==> config.mk <==
export PLATFORM = sky130hd
export DESIGN_NAME = iir_mac_scheduler
export DESIGN_NICKNAME = d
export VERILOG_FILES = /design/src/rtl/iir_mac_scheduler.sv
export SDC_FILE = /design/constraint.sdc
export NUM_CORES = 1
export LEC_CHECK = 0
export CAP_MARGIN = 20
export CORE_ASPECT_RATIO = 0.6
export CORE_UTILIZATION = 54
export DETAILED_ROUTE_END_ITERATION = 7
export HOLD_SLACK_MARGIN = 0.15
export PLACE_DENSITY = 0.92
export SKIP_LAST_GASP = 1
export SLEW_MARGIN = 20
export SYNTH_ARGS = -nofsm -noshare
export SYNTH_HDL_FRONTEND = slang
export SYNTH_SLANG_ARGS = --single-unit
==> constraint.sdc <==
create_clock -name clk -period 8.1 [get_ports clk]
set_input_delay 2.43 -clock clk [delete_from_list [all_inputs] [get_ports clk]]
set_output_delay 2.43 -clock clk [all_outputs]
set_load 0.01 [all_outputs]
==> src/rtl/iir_mac_scheduler.sv <==
// Sequencer for the cascaded-biquad IIR datapath.
// It time-shares one MAC across all sections. For each accepted sample it
// walks sections 0..NUM_SECTIONS-1 and, inside each section, taps b0,b1,b2,a1,a2.
//
//   state | meaning
//   ------+-----------------------------------------------------------
//   IDLE  | waiting for sample_valid
//   MAC   | one multiply-accumulate for tap k of section s
//   WB    | shift the section's delay lines; its result feeds section s+1
//   DONE  | final section result on the datapath, out_valid pulse
//
// The control outputs are decoded only from the state/s/k flops, so each one
// is valid for the whole cycle of its state. An asynchronous reset clears
// them in the same cycle.
module iir_mac_scheduler #(
    parameter int NUM_SECTIONS = 4,
    parameter int TAPS         = 5,
    parameter int SEC_W        = 4,
    parameter int CADDR_W      = 7
) (
    input  logic               clk,
    input  logic               rst,
    input  logic               sample_valid,
    input  logic               overrun_clr,
    output logic               busy,
    output logic [SEC_W-1:0]   sec_idx,
    output logic [2:0]         tap_sel,
    output logic [CADDR_W-1:0] coef_addr,
    output logic               acc_clr,
    output logic               acc_en,
    output logic               state_we,
    output logic               out_valid,
    output logic               overrun,
    output logic [15:0]        sample_cnt
);

    localparam logic [1:0] IDLE = 2'd0;
    localparam logic [1:0] MAC  = 2'd1;
    localparam logic [1:0] WB   = 2'd2;
    localparam logic [1:0] DONE = 2'd3;

    localparam logic [SEC_W-1:0] S_LAST = SEC_W'(NUM_SECTIONS - 1);
    localparam logic [2:0]       K_LAST = 3'(TAPS - 1);

    logic [1:0]       state;
    logic [SEC_W-1:0] s;
    logic [2:0]       k;
    logic             ovr_q;
    logic [15:0]      cnt_q;

    // Section/tap walk: TAPS MAC cycles, then one write-back per section.
    always_ff @(posedge clk or posedge rst) begin
        if (rst) begin
            state <= IDLE;
            s     <= '0;
            k     <= '0;
        end else begin
            case (state)
                IDLE: begin
                    if (sample_valid) begin
                        state <= MAC;
                        s     <= '0;
                        k     <= '0;
                    end
                end
                MAC: begin
                    if (k == K_LAST) state <= WB;
                    else             k     <= k + 3'd1;
                end
                WB: begin
                    if (s == S_LAST) begin
                        state <= DONE;
                    end else begin
                        s     <= s + 1'b1;
                        k     <= '0;
                        state <= MAC;
                    end
                end
                default: state <= IDLE;
            endcase
        end
    end

    // Sticky overrun: a sample arriving while busy is dropped. If a set and
    // a clear happen in the same cycle, the set takes priority.
    always_ff @(posedge clk or posedge rst) begin
        if (rst)                                  ovr_q <= 1'b0;
        else if (sample_valid && state != IDLE)   ovr_q <= 1'b1;
        else if (overrun_clr)                     ovr_q <= 1'b0;
    end

    // Completed-sample counter, silently wrapping modulo 2^16.
    always_ff @(posedge clk or posedge rst) begin
        if (rst)                cnt_q <= '0;
        else if (state == DONE) cnt_q <= cnt_q + 16'd1;
    end

    // Output decode from the current state.
    always_comb begin
        busy      = (state != IDLE);
        acc_en    = (state == MAC);
        acc_clr   = (state == MAC) && (k == 3'd0);
        state_we  = (state == WB);
        out_valid = (state == DONE);
        sec_idx   = (state == MAC || state == WB) ? s : '0;
        tap_sel   = (state == MAC) ? k : 3'd0;
        coef_addr = CADDR_W'(sec_idx) * CADDR_W'(TAPS) + CADDR_W'(tap_sel);
        overrun    = ovr_q;
        sample_cnt = cnt_q;
    end

endmodule

==> impl_metrics.py <==
metrics = {
    "placement": {
        "placed_cell_area_mm2": 0.00216,
        "dpl.hpwl_mm": 3.54,
        "gp_congestion": 0.782,
        "io_buffers": 39,
    },
    "sta": {
        "rsz0062_at_grt": "no",
        "max_freq_ghz": 0.169,
        "period_needed_ns": 5.93,
        "drv_slew": 0,
        "worstMarginPinSlew_ns": 0.945,
        "hold_viol_final": 0,
        "setup_tns_ns": 0,
        "setup_viol": 0,
        "max_slew_margin_pct": 36.9,
        "fin_crit_sh_pct": 73.2,
        "fin_worst_skew_ns": 0.00264,
    },
    "finish": {
        "area_delta_synth_final_pct": 26.5,
        "multiInputGateArea_mm2": 0.00103,
        "final_cell_mix": "39 x clkdlybuf4s50_1, 26 x dfrtp_1, 19 x ha_1, 14 x xor2_1, 12 x and2_1",
        "finish.utilization_pct": 74.2,
        "nets": 234,
        "drive_above_1_share_pct": 3.85,
        "mostFrequentLayoutCell": "clkdlybuf4s50_1",
        "antennaDiodeCount": 0,
        "seq_area_um2": 651,
        "final_area_mm2": 0.00220,
        "fill_cells": 220,
    },
    "setup_path": {
        "cp_slowest_stage_delay_ns": 0.55,
        "crit_path_start_kind": "flop",
        "path_common_cell": "ha_1",
        "ff2ff_setup_slack_ns": 6.13,
        "r2r_cells": 5,
        "cp_cell_sequence": "inv_1 -> ha_1 -> and2_1 -> ha_1 -> ha_1 -> fa_1 -> a21o_1 -> a21oi_1 -> xnor2_1 -> clkdlybuf4s50_1",
        "r2r_start": "state[0]",
        "worstReg2RegEnd": "k[1]",
        "path_max_fanout": 11,
        "cp.required_ns": 5.67,
        "setup.worst_path.end_class": "output port",
        "slowest_stage": "clkdlybuf4s50_1",
        "path_class": "flop to output port",
        "crit_arrival_ns": 3.50,
        "cp-startpoint": "state[0]",
    },
    "drt": {
        "post_drt_wl_per_cell_um": 18.4,
        "routed_wl_mm": 4.61,
        "num_vias": 1495,
        "drc_errors": 0,
        "dr.pass1.iters": 5,
        "viasPerCell": 5.98,
        "drt_iter0_drc": 147,
        "postRouteAntennaNets": 0,
    },
    "synthesis": {
        "synth_top_cell_area_share_pct": 37.4,
        "synth.area.top_cells": "dfrtp_1 37%, ha_1 14%, xor2_1 7.1%, and2_1 4.3%, xnor2_1 3.0%",
        "syn_nets": 195,
        "seq_area_frac_synth_pct": 37.4,
        "synth.largest_area_cell": "dfrtp_1",
        "synthXorXnorAreaFrac_pct": 10.1,
        "synth_seq_cells": 26,
        "syn_avg_cell_area_um2": 10.2,
        "synth_compound_area_share_pct": 10.2,
        "synthAdderAreaFrac_pct": 14.8,
        "synth_edf_count": 0,
        "yosys.area_share.simple_pct": 22.2,
        "synth_ff_type": "dfrtp_1",
        "yosysWarnings": 0,
        "synth_mux_area_share_pct": 1.80,
        "syn-instance-count": 171,
        "async_flop_share_pct": 100,
        "synth_top_family_by_area": "simple AND/OR/NAND/NOR gates",
        "ys_types": 42,
        "netlist_area_mm2": 0.00174,
    },
    "clock_network": {
        "clk_transition_reported_paths_ns": 0.08,
        "h-tree-depth": 1,
        "clock-sinks": 26,
        "post_cts_resized": 0,
        "clockRootBuffer": "clkbuf_8",
        "cts_tree": "yes",
        "worstSkewPairLatency_ns": 0.27,
        "ctsLongestPathBuffers": 2,
        "postCtsSetupBuffers": 0,
        "numCtsBuffers": 3,
        "cts_hold_buf": 0,
    },
    "floorplanning": {
        "ioPinCount": 40,
        "die_area_mm2": 0.00346,
        "num_rows": 15,
        "initial_core_util_pct": 58.6,
        "die_h_um": 46.0,
        "die_w_um": 75.3,
        "core_area_mm2": 0.00297,
    },
    "global_route": {
        "grt_max_degree": 27,
        "overflow": 0,
        "grt_pass1_vias": 1429,
        "antenna_found_initial": 0,
        "grt_pass1_wl_mm": 7.04,
        "grtUsageTotal_pct": 29.0,
    },
    "min_path": {
        "whs_path_depth": 1,
        "hold_class": "flop to flop",
        "hp-start": "sample_cnt[15]",
        "min_to": "sample_cnt[15]",
    },
    "pwr": {
        "vdd_ir_drop_max_uv": 159,
        "power_leakage_uw": 0.00108,
        "powerDensity_mw_per_mm2": 267,
    },
    "outcome": {
        "status": "finished clean",
    },
    "flow_run": {
        "drv_cap": 0,
    },
}
==> layer usage <==
metal	global-route usage (%)	routed length [um]	share of wire, %
met1	38.8	1960	43
met2	46.8	2240	49
met3	7.08	326	7.1
met4	9.63	73	1.6
met5	0	0	0
==> worst max-delay path, delay by kind of cell, from the launching register on <==
| family | cells | cell delay [ns] |
|---|---|---|
| compound gates | 2 | 0.36 |
| xor+xnor | 1 | 0.14 |
| fa+ha+maj | 4 | 1.39 |
| buf+inv | 2 | 0.67 |
| flops | 1 | 0.44 |
| simple gates | 1 | 0.22 |
==> worst max-delay path by stage <==
stage | depth (start not counted) | slack, ns | to
after floorplan | 10 | 3.18 | coef_addr[5]
after global placement | 10 | 2.68 | coef_addr[5]
after detailed placement | 10 | 2.51 | coef_addr[5]
after CTS | 10 | 2.20 | coef_addr[5]
after global routing | 10 | 2.06 | coef_addr[5]
final | 10 | 2.17 | coef_addr[5]
==> synth_stat cells, types with 2 or more instances <==
cell type,number
buf_2,3
a41oi_1,2
nand3b_1,2
nand3_1,3
o21ai_0,4
inv_1,10
nand2b_1,2
o31ai_1,2
a21oi_1,4
xor2_1,14
xnor2_1,6
and3_1,3
nor2_1,5
nand2_1,8
clkbuf_1,2
nor3_1,6
mux2i_1,2
nand4_1,8
dfrtp_1,26
a21o_1,3
ha_1,19
a31oi_1,2
nor4_1,4
nand4b_1,2
and2_1,12
==> registers in the layout, summed over array words and instances, names as in the netlist <==
name	flops
k	3
overrun	1
s	4
sample_cnt	16
state	2
==> final cells by class <==
type | count | area share (%)
tap | 42 | 2.39
sequential | 26 | 29.6
inverter | 10 | 1.71
multi-input combinational | 130 | 46.7
clock buffer | 3 | 1.88
timing repair buffer | 39 | 17.7
==> metrics by stage <==
step / hold WS [ns] / setup slack [ns] / power, uW / std cells
global route: 0.496 / 2.06 / 620 / 250
finish: 0.477 / 2.17 / 588 / 250
CTS: 0.476 / 2.20 / 583 / 250
floorplan: 0.493 / 3.18 / 374 / 171
detailed placement: 0.465 / 2.51 / 513 / 247
global placement: 0.456 / 2.68 / 481 / 247
==> where the power goes <==
group / switching [uW] / internal, uW / leakage [uW] / total, uW
Clock: 38.4 / 33.4 / 0.0000216 / 71.8
Combinational: 159 / 154 / 0.000709 / 312
Sequential: 47.6 / 157 / 0.000346 / 204
Total: 244 / 344 / 0.00108 / 588
==> kinds of logic after synthesis <==
logic type / after synthesis
compound gates: 25
xor+xnor: 20
fa+ha+maj: 20
buf+inv: 15
flops: 26
mux: 3
simple gates: 62
Note: power is estimated with default switching activity, not from simulation.
